$ cat src/rtl/life_pkg.sv
// Shared types and rule constants for the Game of Life engine.
package life_pkg;

    typedef enum logic [1:0] {
        IDLE = 2'd0,
        RUN  = 2'd1,
        DONE = 2'd2
    } life_state_t;

    localparam int NCOUNT_W = 4;

    localparam logic [NCOUNT_W-1:0] BIRTH_COUNT   = NCOUNT_W'(3);
    localparam logic [NCOUNT_W-1:0] SURVIVE_COUNT = NCOUNT_W'(2);

endpackage

$ cat src/rtl/life_cell_rule.sv
// Next-state rule for a single cell, given its eight neighbours and current state.
module life_cell_rule
    import life_pkg::*;
(
    input  logic [7:0] neighbours_i,
    input  logic       alive_i,
    output logic       alive_o
);

    logic [NCOUNT_W-1:0] count;

    always_comb begin
        // NOTE: every always_comb output gets a default first so no latch can be inferred.
        count = '0;
        for (int i = 0; i < 8; i++) begin
            count = count + NCOUNT_W'(neighbours_i[i]);
        end
        alive_o = (count == BIRTH_COUNT) || (alive_i && (count == SURVIVE_COUNT));
    end

endmodule

$ cat src/rtl/life_engine.sv
// Sequential Game of Life engine: load a grid, run N generations at one per clock.
// Define LIFE_STABLE_STOP_EN to end a run early once the grid stops changing.
module life_engine
    import life_pkg::*;
#(
    parameter int ROWS  = 8,
    parameter int COLS  = 8,
    parameter int GEN_W = 16
) (
    input  logic                 clk,
    input  logic                 reset,
    input  logic                 load_valid,
    output logic                 load_ready,
    input  logic [ROWS*COLS-1:0] load_grid,
    input  logic                 start,
    input  logic [GEN_W-1:0]     num_gens,
    input  logic                 wrap,
    input  logic                 abort,
    output logic                 busy,
    output logic                 done,
    output logic [ROWS*COLS-1:0] grid_out,
    output logic [GEN_W-1:0]     gen_count,
    output logic                 extinct,
    output logic                 stable
);

    localparam int CELLS = ROWS * COLS;

    life_state_t      state_q, state_d;
    logic [CELLS-1:0] grid_q, grid_d;
    logic [GEN_W-1:0] gen_q, gen_d;
    logic [GEN_W-1:0] num_q, num_d;
    logic             wrap_q, wrap_d;
    logic             stable_q, stable_d;

    logic [CELLS-1:0] next_grid;
    logic [GEN_W-1:0] gen_inc;
    logic             no_change;
    logic             stop_early;

    // Neighbour k walks the 3x3 window row-major; k==4 is the cell itself.
    for (genvar r = 0; r < ROWS; r++) begin : g_row
        for (genvar c = 0; c < COLS; c++) begin : g_col
            logic [7:0] nbrs;
            for (genvar k = 0; k < 9; k++) begin : g_nb
                if (k != 4) begin : g_use
                    localparam int RR     = r + (k / 3) - 1;
                    localparam int CC     = c + (k % 3) - 1;
                    localparam int RW     = (RR + ROWS) % ROWS;
                    localparam int CW     = (CC + COLS) % COLS;
                    localparam int SLOT   = (k < 4) ? k : k - 1;
                    localparam bit INSIDE = (RR >= 0) && (RR < ROWS) && (CC >= 0) && (CC < COLS);
                    if (INSIDE) begin : g_in
                        assign nbrs[SLOT] = grid_q[RR*COLS + CC];
                    end else begin : g_edge
                        assign nbrs[SLOT] = wrap_q & grid_q[RW*COLS + CW];
                    end
                end
            end
            life_cell_rule u_rule (
                .neighbours_i (nbrs),
                .alive_i      (grid_q[r*COLS + c]),
                .alive_o      (next_grid[r*COLS + c])
            );
        end
    end

    assign gen_inc   = gen_q + GEN_W'(1);
    assign no_change = (next_grid == grid_q);
`ifdef LIFE_STABLE_STOP_EN
    assign stop_early = no_change || (next_grid == '0);
`else
    assign stop_early = 1'b0;
`endif

    always_ff @(posedge clk) begin
        // NOTE: sequential state uses non-blocking assignments so all registers update together.
        if (!reset) begin
            state_q  <= IDLE;
            grid_q   <= '0;
            gen_q    <= '0;
            num_q    <= '0;
            wrap_q   <= 1'b0;
            stable_q <= 1'b0;
        end else begin
            state_q  <= state_d;
            grid_q   <= grid_d;
            gen_q    <= gen_d;
            num_q    <= num_d;
            wrap_q   <= wrap_d;
            stable_q <= stable_d;
        end
    end

    always_comb begin
        state_d  = state_q;
        grid_d   = grid_q;
        gen_d    = gen_q;
        num_d    = num_q;
        wrap_d   = wrap_q;
        stable_d = stable_q;
        unique case (state_q)
            IDLE: begin
                if (load_valid) begin
                    grid_d   = load_grid;
                    stable_d = 1'b0;
                end else if (start) begin
                    num_d   = num_gens;
                    wrap_d  = wrap;
                    gen_d   = '0;
                    state_d = (num_gens == '0) ? DONE : RUN;
                end
            end
            RUN: begin
                // Abort beats completion and freezes the grid and counter.
                if (abort) begin
                    state_d = IDLE;
                end else begin
                    grid_d   = next_grid;
                    gen_d    = gen_inc;
                    stable_d = no_change || stop_early;
                    if ((gen_inc == num_q) || stop_early) begin
                        state_d = DONE;
                    end
                end
            end
            DONE:    state_d = IDLE;
            default: state_d = IDLE;
        endcase
    end

    always_comb begin
        load_ready = (state_q == IDLE);
        busy       = (state_q == RUN);
        done       = (state_q == DONE);
    end

    assign grid_out  = grid_q;
    assign gen_count = gen_q;
    assign stable    = stable_q;
    assign extinct   = ~|grid_q;

endmodule
$ cat config.mk
export PLATFORM = sky130hd
export DESIGN_NAME = life_engine
export DESIGN_NICKNAME = d
export VERILOG_FILES = /design/src/rtl/life_pkg.sv /design/src/rtl/life_cell_rule.sv /design/src/rtl/life_engine.sv
export SDC_FILE = /design/constraint.sdc
export NUM_CORES = 1
export LEC_CHECK = 0
export CAP_MARGIN = 20
export CORE_ASPECT_RATIO = 1.25
export CORE_UTILIZATION = 45
export CTS_CLUSTER_SIZE = 20
export DETAILED_ROUTE_END_ITERATION = 12
export PLACE_DENSITY = 0.74
export RECOVER_POWER = 50
export SYNTH_ARGS = -nofsm -noshare
export SYNTH_HDL_FRONTEND = slang
export SYNTH_HIERARCHICAL = 1
export SYNTH_SLANG_ARGS = --single-unit
$ cat constraint.sdc
create_clock -name clk -period 11.45 [get_ports clk]
set_input_delay 3.435 -clock clk [delete_from_list [all_inputs] [get_ports clk]]
set_output_delay 3.435 -clock clk [all_outputs]
set_load 0.02 [all_outputs]
After elaboration in Yosys (flattened, before gate mapping) --
Cells that the tools add are included. W data, S select, Z words.
Cells by class: reductions and logical operators 137, equality and inequality tests 137, $add $sub $neg 449, bitwise logic cells 29, muxes and demuxes 16
Operator list (number):
- $add A4 B1 Y4 | 384
- $eq A4 B2 Y1 const B | 128
- $add A1 B1 Y2 | 64
- $mux W64 | 2
- $pmux W64 S2 | 1
- $eq A64 B64 Y1 | 1
- $logic_and A1 B1 Y1 | 64
- $logic_or A1 B1 Y1 | 64
- $reduce_or A64 Y1 | 1
- $mux W16 | 3
- $pmux W16 S2 | 1
- $and A1 B1 Y1 | 28
- $add A16 B1 Y16 const B | 1
- $eq A16 B16 Y1 | 1
- $logic_not A16 Y1 | 1
- $mux W2 | 5
- $reduce_and A3 Y1 | 3
- $ne A2 B2 Y1 const B | 3
- $pmux W2 S2 | 1
- $reduce_and A4 Y1 | 1
- $ne A3 B2 Y1 const B | 1
- $eq A2 B1 Y1 const B | 1
- $eq A2 B2 Y1 const B | 1
- $logic_not A2 Y1 | 1
- 6 further kinds | 7
Word-level totals: input bits 86, word-level logic and storage cells 774, output and inout port bits 85, register bits 100

Depth between registers and ports, before layout --
Gate-level depths: netlist (run 1).
depth in word-level cells 14, mapped depth 18, depth with buffers taken out 17

Cells and area by module --
Netlist (run 1), hierarchy kept.
Modules (own cells, without submodules):
- life_cell_rule at g_row[0].g_col[0].u_rule ... | area an instance 200.2 um^2, seq. area each 0.0 um^2, cells each 23, instances 36
- life_engine | area an instance 6302.3 um^2, seq. area each 2001.9 um^2, cells each 757, instances 1
- life_cell_rule at g_row[2].g_col[1].u_rule ... | area an instance 185.2 um^2, seq. area each 0.0 um^2, cells each 23, instances 28

Worst setup path before layout (run 1) --
Ideal clock, no wire load.
kind register -> output, from register grid_q[28] (netlist: grid_out[28]), to output port extinct, cell stages (with the launch flop) 4, path slack 6408 ps, required time 8015 ps, arrival 1607 ps, buffers on the path 0, cell sequence dfxtp_1 > nor4_1 > nand4_1 > nor4_1
On the way: longest elaborated chain between the ends 2
Ends and longest elaborated chain:
- start: declaration | line life_engine.sv:30 | logic [CELLS-1:0] grid_q, grid_d;
- start signal: assignment | line life_engine.sv:87 | grid_q <= grid_d;
- $reduce_or A64 Y1 | line life_engine.sv:141 | assign extinct = ~|grid_q;
- $logic_not A1 Y1 | line life_engine.sv:141
- end: declaration | line life_engine.sv:23 | output logic extinct,
No other way between the ends.

Final worst setup path (run 1) --
from input port reset, to register grid_q[13] (netlist: grid_out[13])
RTL lines:
- start: declaration | line life_engine.sv:11 | input logic reset,
No word-level cell between the ends.

==> results of run 1 <==
-- path summary, 6_finish.rpt --
path / from / to / slack, ns / cells after the start
setup / recovery: reset / grid_out[13] / 4.75 / 4
hold / removal: num_q[10] / num_q[10] / 0.48 / 2
setup reg to reg: grid_out[21] / stable / 6.19 / 15
hold reg to reg: num_q[10] / num_q[10] / 0.48 / 2
-- flip-flops by register name (all words and copies together) (netlist names) --
signal / count
stable: 1
wrap_q: 1
gen_count: 16
num_q: 16
grid_out: 64
state_q: 2
-- worst reg2reg max path: stages (launching register included) --
cell	delay (ns)
sky130_fd_sc_hd__dfxtp_1	0.79
sky130_fd_sc_hd__inv_1	0.16
sky130_fd_sc_hd__fa_1	0.56
sky130_fd_sc_hd__fa_1	0.44
sky130_fd_sc_hd__fa_1	0.49
sky130_fd_sc_hd__inv_1	0.04
sky130_fd_sc_hd__ha_1	0.20
sky130_fd_sc_hd__fa_1	0.38
sky130_fd_sc_hd__or2_0	0.21
sky130_fd_sc_hd__a21oi_1	0.51
sky130_fd_sc_hd__o22ai_1	0.19
sky130_fd_sc_hd__a2111oi_0	0.51
sky130_fd_sc_hd__nand4_1	0.17
sky130_fd_sc_hd__nor4_1	0.31
sky130_fd_sc_hd__nand4_1	0.13
sky130_fd_sc_hd__o21ai_1	0.09
-- cells in the final DEF (no fill, tap or decap), types with 3 or more instances in the layout --
| cell type | synthesis | routed |
|---|---|---|
| sky130_fd_sc_hd__nand3_1 | 31 | 31 |
| sky130_fd_sc_hd__nor4_1 | 33 | 33 |
| sky130_fd_sc_hd__o21ai_0 | 74 | 74 |
| sky130_fd_sc_hd__nor4_2 | 3 | 3 |
| sky130_fd_sc_hd__nor3_1 | 6 | 6 |
| sky130_fd_sc_hd__o2bb2ai_1 | 6 | 6 |
| sky130_fd_sc_hd__a311oi_1 | 4 | 4 |
| sky130_fd_sc_hd__or2_0 | 28 | 28 |
| sky130_fd_sc_hd__buf_4 | 53 | 13 |
| sky130_fd_sc_hd__clkbuf_16 | 0 | 9 |
| sky130_fd_sc_hd__nor2b_1 | 5 | 4 |
| sky130_fd_sc_hd__nor2_1 | 92 | 92 |
| sky130_fd_sc_hd__clkdlybuf4s50_1 | 0 | 120 |
| sky130_fd_sc_hd__or2_1 | 38 | 38 |
| sky130_fd_sc_hd__nand4_1 | 17 | 17 |
| sky130_fd_sc_hd__and2_1 | 28 | 28 |
| sky130_fd_sc_hd__ha_1 | 193 | 193 |
| sky130_fd_sc_hd__dfxtp_1 | 100 | 100 |
| sky130_fd_sc_hd__nand2b_1 | 5 | 5 |
| sky130_fd_sc_hd__xnor2_1 | 46 | 46 |
| sky130_fd_sc_hd__nand2_1 | 53 | 53 |
| sky130_fd_sc_hd__inv_1 | 721 | 721 |
| sky130_fd_sc_hd__mux2i_1 | 64 | 64 |
| sky130_fd_sc_hd__a211oi_1 | 66 | 66 |
| sky130_fd_sc_hd__a21oi_1 | 85 | 84 |
| sky130_fd_sc_hd__a221oi_1 | 4 | 4 |
| sky130_fd_sc_hd__o211a_1 | 37 | 37 |
| sky130_fd_sc_hd__a211oi_2 | 36 | 36 |
| sky130_fd_sc_hd__nand3b_1 | 38 | 38 |
| sky130_fd_sc_hd__dlygate4sd3_1 | 0 | 50 |
| sky130_fd_sc_hd__fa_1 | 256 | 256 |
| sky130_fd_sc_hd__xor2_1 | 23 | 23 |
| sky130_fd_sc_hd__o22ai_1 | 4 | 4 |
| sky130_fd_sc_hd__a22oi_1 | 5 | 5 |
-- through the flow --
step                power [uW]  instance area (sq um)  hold WS, ns  std cells
floorplan                 1630                  18700        0.448       2229
detailed placement        2190                  20600        0.464       2865
global placement          2080                  20600        0.458       2865
finish                    2540                  20900        0.477       2880
global route              2780                  20900        0.498       2880
CTS                       2540                  20900        0.477       2880
-- power by group --
part	internal, uW	switching (uW)
Sequential	375	96.4
Clock	174	170
Combinational	695	1040
-- layout make-up --
| cell class | instances | area (sq um) |
|---|---|---|
| sequential | 100 | 2000 |
| clock inverter | 6 | 78.8 |
| inverter | 722 | 2710 |
| fill | 3790 | 20100 |
| multi-input combinational | 1308 | 13400 |
| clock buffer | 9 | 225 |
| tap | 552 | 691 |
| timing repair buffer | 183 | 1800 |
-- logic make-up (layout without fill, tap and decap cells) --
kind of cell | after synthesis | count (layout) | synth area share, %
compound gates | 334 | 334 | 12.9
xor+xnor | 69 | 69 | 3.23
fa+ha+maj | 449 | 449 | 40.3
simple gates | 392 | 392 | 11.6
buf+inv | 821 | 920 | 17.8
mux | 64 | 64 | 3.43
flops | 100 | 100 | 10.7
-- per-layer routing --
metal  up-vias  share of wire [%]  global-route usage [%]  routed length (um)
met5         -                  0                       0                   0
met4         0                6.3                    14.8                3440
met3       159                5.9                    4.15                3240
met2       519                 50                    46.7               27200
met1      7675                 38                    30.6               20800
li1       7102                  -                       -                   -
-- cell usage after synthesis, drive strengths merged, types with 2 or more instances --
cell / instances
inv: 722
fa: 256
ha: 193
a211oi: 102
dfxtp: 100
nor2: 92
a21oi: 85
o21ai: 75
buf: 67
or2: 66
mux2i: 64
nand2: 53
xnor2: 46
nand3b: 38
nor4: 37
o211a: 37
nand3: 33
clkbuf: 31
and2: 29
xor2: 23
nand4: 19
nor3: 7
o2bb2ai: 6
a22oi: 5
nand2b: 5
nor2b: 5
a221oi: 4
a311oi: 4
o22ai: 4
and3: 2
==> implementation parameters, run 1 <==
Parameter                              Value

Run status
  Outcome    finished, violations left
  Violated checks    capacitance limit, slew limit

Worst setup path
  Start-to-end type of the worst setup path    in2reg
  Bufs and invs on worst path    3
  Endpoint type of the worst setup path    flip-flop
  Data required time at the worst endpoint    11.74 ns
  Largest incremental delay on the critical path    1.60 ns
  Arrival time worst endpoint    between 6 and 7 ns
  Cell family contributing the most delay on the critical path    buffers and inverters
  Critical path peak fanout    52
  Worst setup SP type    primary input
  Cell with the biggest individual delay on the critical path    sky130_fd_sc_hd__clkinvlp_2
  Sequence of cells on the critical path    dlygate4sd3_1, clkinvlp_2, buf_4, a211oi_1

Power
  Leakage power figure    0.0105 uW
  Worst IR Drop VDD    around 70 uV
  Power density of the placed cells    122 mW/mm^2

Drt
  Initial drt markers    1,079
  Routed length per placed instance    approximately 19 um
  Total Wirelength    about 55,000 um
  Via/cell ratio    5.37
  Final ANT Viol Nets    0
  Total vias in the final route    15,500
  First-pass iteration count of the detailed router    6
  DRC viols    0

Clocking
  Clock tree from TritonCTS    yes
  Num Clock Sinks    100
  Clk root buf    sky130_fd_sc_hd__clkbuf_16
  Number of buffers added to fix hold violations after cts    0
  Post_cts resized    0
  Number of clock buffers inserted by TritonCTS    9
  CTS Buffer Depth    2
  Depth of the CTS H-tree    3
  Clock latency on the worst-skew pair    0.38 ns
  Number of buffers added for setup after CTS    0
  Register clock-pin slew on the reported worst setup and hold paths    0.09 ns

STA
  Setup TNS after final layout    0 ns
  Clock skew    between 0.01 and 0.015 ns
  Setup repair after global routing missed its margin    false
  Minimum setup slack in the final design    4.75 ns
  Slew at the pin closest to its max-slew limit    2.04 ns
  Final period utilization    58.5%
  Number of hold-slack violations in the final timing report    0
  Rel. slew slack    -36.9%
  Minimum clock period after layout    6.70 ns
  Slew Viols, Final    between 50 and 60
  Maximum frequency from static timing analysis    0.149 GHz
  Number of setup violations in the final report    0

GRT
  Antenna violations before repair    0
  Via count of the first global-routing pass    16,600
  Total track usage    26.6%
  First-pass GRT wire length    87,100 um
  Pin count of the biggest net entering global routing    67
  Residual overflow from global routing    0

Min path
  Classification of the worst-slack hold path    reg2reg

Synthesis
  Number of synthesized register bits    100
  Portion of the post-synthesis area used by sequential elements    10.7%
  Dominant cells by area after synthesis    sky130_fd_sc_hd__fa_1 (27%), sky130_fd_sc_hd__inv_1 (14%), sky130_fd_sc_hd__ha_1 (13%), sky130_fd_sc_hd__dfxtp_1 (11%), sky130_fd_sc_hd__mux2i_1 (3.4%)
  Mean instance size in the synthesized netlist    between 8 and 9 sq um
  Number of nets produced by synthesis    2,764
  Number of instances in the synthesized netlist    around 2,200
  Count of flip-flops with a built-in enable after synthesis    0
  Post-Synthesis Cell Area    0.0187 sq mm
  Post-synthesis cell type count    61
  Synth async-reset ratio    0%
  Count of synthesis-stage warnings from yosys    6
  Area leader, netlist    sky130_fd_sc_hd__fa_1
  Portion of synthesized cell area occupied by the leading cell type    27.4%
  Primary flip-flop cell chosen by synthesis mapping    sky130_fd_sc_hd__dfxtp_1

Place
  Dpl ws    between 5 and 6 ns
  RD Place Congestion    approximately 0.9
  PortBufs    170
  HPWL reported at the end of detailed placement    43,800 um

Finish
  NumNets Final    around 2,900
  Fraction of final layout cells with drive strength greater than 1    between 3 and 4%
  Antenna cell count    0
  Final standard cell utilization of the core    51.0%
  Area growth, synth to finish    11.8%

Floorplan
  Core Region    0.0410 sq mm
  Effective utilization at floorplan    45.6%
  Chip Height    around 230 um
  Standard-cell rows    83
  Top-level I/O count    171
  Width of the die    184 um
  Die outline area    0.0424 sq mm

Job
  Max-cap viol count    1
Note: power is estimated with default switching activity, not from simulation.
==> inputs of run 2 (changes only) <==
- PLACE_DENSITY: 0.74 -> 0.76
- clock period: 11.45 -> 5.6 ns (I/O delays scaled with it)
==> run 2 against run 1 <==
Compared with the run above: clock power increased by 100%; cell count up 1.5%; sequential share of layout area decreased by 0.14 points; first-iteration DRC count is 8.8% lower; via count is 2.7% higher; clock-buffer cell count up 1; the run still ends with capacitance limit, slew limit left; largest cell class unchanged.
==> implementation parameters, run 2 (same netlist as run 1, synthesis figures left out) <==
Parameter                              Value

Worst setup path
  Worst setup SP type    flip-flop
  Endpoint type of the worst setup path    flip-flop
  Critical path peak fanout    13
  Largest incremental delay on the critical path    0.72 ns
  Start-to-end type of the worst setup path    reg2reg
  Most frequent cell on the critical path    sky130_fd_sc_hd__fa_1
  Data required time at the worst endpoint    5.93 ns
  Cell with the biggest individual delay on the critical path    sky130_fd_sc_hd__dfxtp_1
  Arrival time worst endpoint    around 5.7 ns
  Bufs and invs on worst path    2
  Sequence of cells on the critical path    inv_1, fa_1, fa_1, fa_1, inv_1, ha_1, fa_1, or2_0, a21oi_1, o22ai_1, a2111oi_1, nand4_1, nor4_1, nand4_1, o21ai_1
  Cell family contributing the most delay on the critical path    adder cells

Drt
  Via/cell ratio    between 5 and 6
  Routed length per placed instance    19.0 um
  Initial drt markers    approximately 980
  Total Wirelength    55,700 um
  First-pass iteration count of the detailed router    8
  Final ANT Viol Nets    0
  Total vias in the final route    roughly 16,000
  DRC viols    0

Finish
  NumNets Final    approximately 2,900
  Fraction of final layout cells with drive strength greater than 1    under 10%
  Area growth, synth to finish    13.5%
  Number of flip-flops under the largest register name    64
  Design Area, Final    approximately 0.021 sq mm
  Most common library cell in the layout ignoring fill and taps    sky130_fd_sc_hd__inv_1
  Final Instance Count excl. Fillers    2,922
  Antenna cell count    0
  Commonest cells after routing, fill and taps aside    sky130_fd_sc_hd__inv_1 (721), sky130_fd_sc_hd__fa_1 (256), sky130_fd_sc_hd__ha_1 (193), sky130_fd_sc_hd__clkdlybuf4s50_1 (101), sky130_fd_sc_hd__dfxtp_1 (100)

STA
  Slew at the pin closest to its max-slew limit    ~2.2 ns
  Number of setup violations in the final report    0
  Slew Viols, Final    82
  Minimum clock period after layout    5.40 ns
  Final period utilization    slightly below 100%
  Number of hold-slack violations in the final timing report    0
  Worst hold margin    0.475 ns
  Setup repair after global routing missed its margin    false
  Rel. slew slack    -44.1%
  Maximum frequency from static timing analysis    0.185 GHz
  Setup TNS after final layout    0 ns
  Minimum setup slack in the final design    0.200 ns
  Clock skew    0.0161 ns

Clocking
  Clock latency on the worst-skew pair    around 0.39 ns
  CTS Buffer Depth    2
  Num Clock Sinks    100
  Clock tree from TritonCTS    yes
  Depth of the CTS H-tree    3
  Number of clock buffers inserted by TritonCTS    9
  Register clock-pin slew on the reported worst setup and hold paths    0.09 ns
  Number of buffers added to fix hold violations after cts    0
  Clk root buf    sky130_fd_sc_hd__clkbuf_16

GRT
  Residual overflow from global routing    0
  Antenna violations before repair    0
  Global Route met2 Usage    46.7%
  Met1 track demand over resource    30.9%
  Via count of the first global-routing pass    between 15,000 and 20,000
  GR peak layer    met2
  Pin count of the biggest net entering global routing    between 80 and 90
  Total track usage    around 27%
  Met3 usage in global routing    4.24%
  First-pass GRT wire length    88,200 um

Run status
  Outcome    finished, violations left
  Violated checks    capacitance limit, slew limit

Place
  Placed standard-cell area    0.0209 sq mm
  RD Place Congestion    about 0.9
  PortBufs    170
  HPWL reported at the end of detailed placement    between 40,000 and 50,000 um
  Dpl ws    around 0.24 ns
  Placed Cells incl. Taps    approximately 2,900

Floorplan
  Chip Height    230 um
  Width of the die    184 um
  Standard-cell rows    83
  Effective utilization at floorplan    45.6%
  Top-level I/O count    171
  Die outline area    0.0424 sq mm
  Core Region    0.0410 sq mm

Job
  Max-cap viol count    1

Power
  Leakage power figure    between 0.01 and 0.015 uW
  Power density of the placed cells    between 200 and 250 mW/mm^2
  Worst IR Drop VDD    around 160 uV

Min path
  Classification of the worst-slack hold path    reg2reg
-- run 2: changes by cell type in the layout (fill, tap and decap cells not counted), sizes merged --
cell / change
inv: +1
clkdlybuf4s50: -19
bufinv: -1
clkbuf: +2
buf: +40
dlygate4sd3: +19
-- run 2: final timing paths --
check | start | slack [ns] | depth (start not counted) | end
worst min-delay path | num_q[7] | 0.47 | 2 | num_q[7]
worst max register to register | grid_out[20] | 0.20 | 15 | stable
worst max-delay path | grid_out[20] | 0.20 | 15 | stable
worst min register to register | num_q[7] | 0.47 | 2 | num_q[7]
-- run 2: layout make-up --
type	instances	area, sq um
fill	3718	19800
clock inverter	6	65.1
sequential	100	2000
timing repair buffer	224	2120
inverter	722	2710
tap	552	691
multi-input combinational	1308	13400
clock buffer	10	239
-- run 2: tightest hold or removal path: cells and delay by family (launching register included) --
kind	cells	cell delay [ns]
DFF	1	0.33
and+or+nand+nor	1	0.05
AOI/OAI and AO/OA	1	0.05
-- run 2: metrics by stage --
step / util, % / total power, uW
2_1_floorplan: - / 3320
3_3_place_gp: 51.0 / 4280
3_5_place_dp: 51.0 / 4530
4_1_cts: 51.7 / 5260
5_1_grt: 51.7 / 5750
6_report: 51.7 / 5270
-- run 2: repair_timing --
action	in CTS	in global routing
setup endpoints to repair	0	1
setup buffers	0	0
resized for setup	0	1
-- run 2: report_power, final --
group	leakage [uW]	switching [uW]	internal, uW
Clock	0.000150	365	329
Sequential	0.000824	132	766
Combinational	0.00982	2200	1470
Total	0.0108	2700	2570
-- run 2: metal layers --
| metal | vias to the layer above | share of wire (%) |
|---|---|---|
| met5 | - | 0 |
| met3 | 196 | 6.5 |
| met4 | 0 | 6.6 |
| met2 | 626 | 49 |
| li1 | 7175 | - |
| met1 | 7870 | 38 |
==> inputs of run 3 (changes only) <==
- MAX_ROUTING_LAYER: unset -> met4
- RECOVER_POWER: 50 -> 25
==> run 3 against run 2 <==
Compared with the run above: the flow still finishes with violations (capacitance limit, slew limit); highest routed layer unchanged; sequential power barely moved; utilization hardly changed; cell count grew 0.17%.
==> implementation parameters, run 3 (same netlist as run 1, synthesis figures left out) <==
Parameter                              Value

Run status
  Outcome    finished, violations left
  Violated checks    capacitance limit, slew limit

Clocking
  Depth of the CTS H-tree    3
  Clock tree from TritonCTS    yes
  CTS Buffer Depth    2
  Register clock-pin slew on the reported worst setup and hold paths    roughly 0.080 ns
  Num Clock Sinks    100
  Clock latency on the worst-skew pair    0.40 ns
  Clk root buf    sky130_fd_sc_hd__clkbuf_16
  Number of clock buffers inserted by TritonCTS    9
  Number of buffers added to fix hold violations after cts    0

Drt
  Total vias in the final route    15,900
  Routed length per placed instance    ~19 um
  Final ANT Viol Nets    0
  DRC viols    0
  First-pass iteration count of the detailed router    7
  Total Wirelength    56,100 um
  Initial drt markers    930
  Via/cell ratio    5.43

Place
  HPWL reported at the end of detailed placement    around 44,000 um
  RD Place Congestion    about 0.9
  Placed standard-cell area    0.0209 sq mm
  PortBufs    170

GRT
  Total track usage    28.2%
  First-pass GRT wire length    89,200 um
  Via count of the first global-routing pass    between 15,000 and 20,000
  Pin count of the biggest net entering global routing    81
  Residual overflow from global routing    0
  Antenna violations before repair    0

Power
  Power density of the placed cells    248 mW/mm^2
  Share of total power in combinational logic    70.1%
  Cell-internal power    2560 uW
  Leakage power figure    0.0107 uW
  Net switching share of the total power    around 50%
  Seq pwr share    17.0%
  Pwr Total    5270 uW
  Clk pwr share    12.8%
  Worst IR Drop VDD    between 150 and 200 uV
  Reported net switching power    2710 uW

Finish
  Area growth, synth to finish    13.6%
  Sequential Area    between 0.002 and 0.0025 sq mm
  Fraction of final layout cells with drive strength greater than 1    under 10%
  Commonest cells after routing, fill and taps aside    sky130_fd_sc_hd__inv_1 (721), sky130_fd_sc_hd__fa_1 (256), sky130_fd_sc_hd__ha_1 (193), sky130_fd_sc_hd__clkdlybuf4s50_1 (131), sky130_fd_sc_hd__dfxtp_1 (100)
  Antenna cell count    0
  Total area of multi-input combinational cells    0.0134 sq mm
  NumNets Final    2,905
  Most common library cell in the layout ignoring fill and taps    sky130_fd_sc_hd__inv_1
  Design Area, Final    0.0212 sq mm
  Count of fill cells added during filler insertion    3,738
  Final standard cell utilization of the core    51.8%
  Number of flip-flops under the largest register name    64

STA
  Slew Viols, Final    81
  Slew at the pin closest to its max-slew limit    between 2 and 2.5 ns
  Number of hold-slack violations in the final timing report    0
  Rel. slew slack    -46.6%
  Number of setup violations in the final report    0
  Minimum clock period after layout    ~5.5 ns
  Clock skew    0.0155 ns
  Setup TNS after final layout    0 ns
  Setup repair after global routing missed its margin    false
  Maximum frequency from static timing analysis    0.181 GHz
  Final period utilization    98.7%

Min path
  Classification of the worst-slack hold path    reg2reg

Worst setup path
  Arrival time worst endpoint    roughly 5.9 ns
  Start-to-end type of the worst setup path    reg2reg
  Endpoint type of the worst setup path    flip-flop
  Cell with the biggest individual delay on the critical path    sky130_fd_sc_hd__dfxtp_1
  Cell family contributing the most delay on the critical path    adder cells
  Data required time at the worst endpoint    5.93 ns
  Largest incremental delay on the critical path    around 0.72 ns
  Worst setup SP type    flip-flop
  Critical path peak fanout    13
  Most frequent cell on the critical path    sky130_fd_sc_hd__fa_1
  Sequence of cells on the critical path    inv_1, fa_1, fa_1, fa_1, inv_1, ha_1, fa_1, or2_0, a21oi_1, o22ai_1, a2111oi_1, nand4_1, nor4_1, nand4_1, o21ai_1
  Bufs and invs on worst path    2

Floorplan
  Die outline area    0.0424 sq mm
  Top-level I/O count    171
  Chip Height    230 um
  Standard-cell rows    83
  Core Region    0.0410 sq mm
  Width of the die    184 um
  Effective utilization at floorplan    45.6%

Job
  Max-cap viol count    1
-- run 3: power groups by stage --
stage / Combinational [uW] / Sequential (uW) / Clock (uW)
6_report: 3690 / 897 / 676
5_1_grt: 4130 / 904 / 707
4_1_cts: 3670 / 895 / 686
3_5_place_dp: 3630 / 911 / 0
3_3_place_gp: 3390 / 910 / 0
2_1_floorplan: 2410 / 916 / 0
-- run 3: repair_timing --
action	in CTS	in global routing
endpoints found under the setup margin	0	1
resized for setup	0	1
endpoints found under the hold margin	0	0
buffers inserted	0	0
-- run 3: worst min-delay path: cells and delay by family (launching register included) --
kind	cells	cell delay (ns)
compound gates	1	0.06
simple gates	1	0.06
flops	1	0.32
-- run 3: final timing paths --
kind	start	end	slack, ns	cells after the start
worst max-delay path	grid_out[20]	stable	0.07	15
worst min-delay path	num_q[7]	num_q[7]	0.48	2
worst max register to register	grid_out[20]	stable	0.07	15
worst min register to register	num_q[7]	num_q[7]	0.48	2
-- run 3: metrics by stage --
stage | hold WS [ns] | setup slack, ns | instances
after floorplan | 0.448 | 1.28 | 2229
after global placement | 0.459 | 0.193 | 2911
after detailed placement | 0.463 | 0.0871 | 2911
after CTS | 0.478 | 0.0602 | 2927
after global routing | 0.505 | 0.0179 | 2927
final | 0.480 | 0.0739 | 2927
-- run 3: final cells by class --
cell class,instances,area share [%]
inverter,722,12.8
clock inverter,6,0.271
tap,552,3.25
timing repair buffer,229,10.1
sequential,100,9.43
multi-input combinational,1308,63.1
clock buffer,10,1.08
-- run 3: layer usage --
layer	up-vias	wire, um	part of all wire [%]	GRT usage [%]
li1	7189	-	-	-
met2	650	27400	49	47.3
met1	7813	21100	38	31.2
met4	0	4100	7.3	18.5
met5	-	0	0	-
met3	227	3550	6.3	3.58
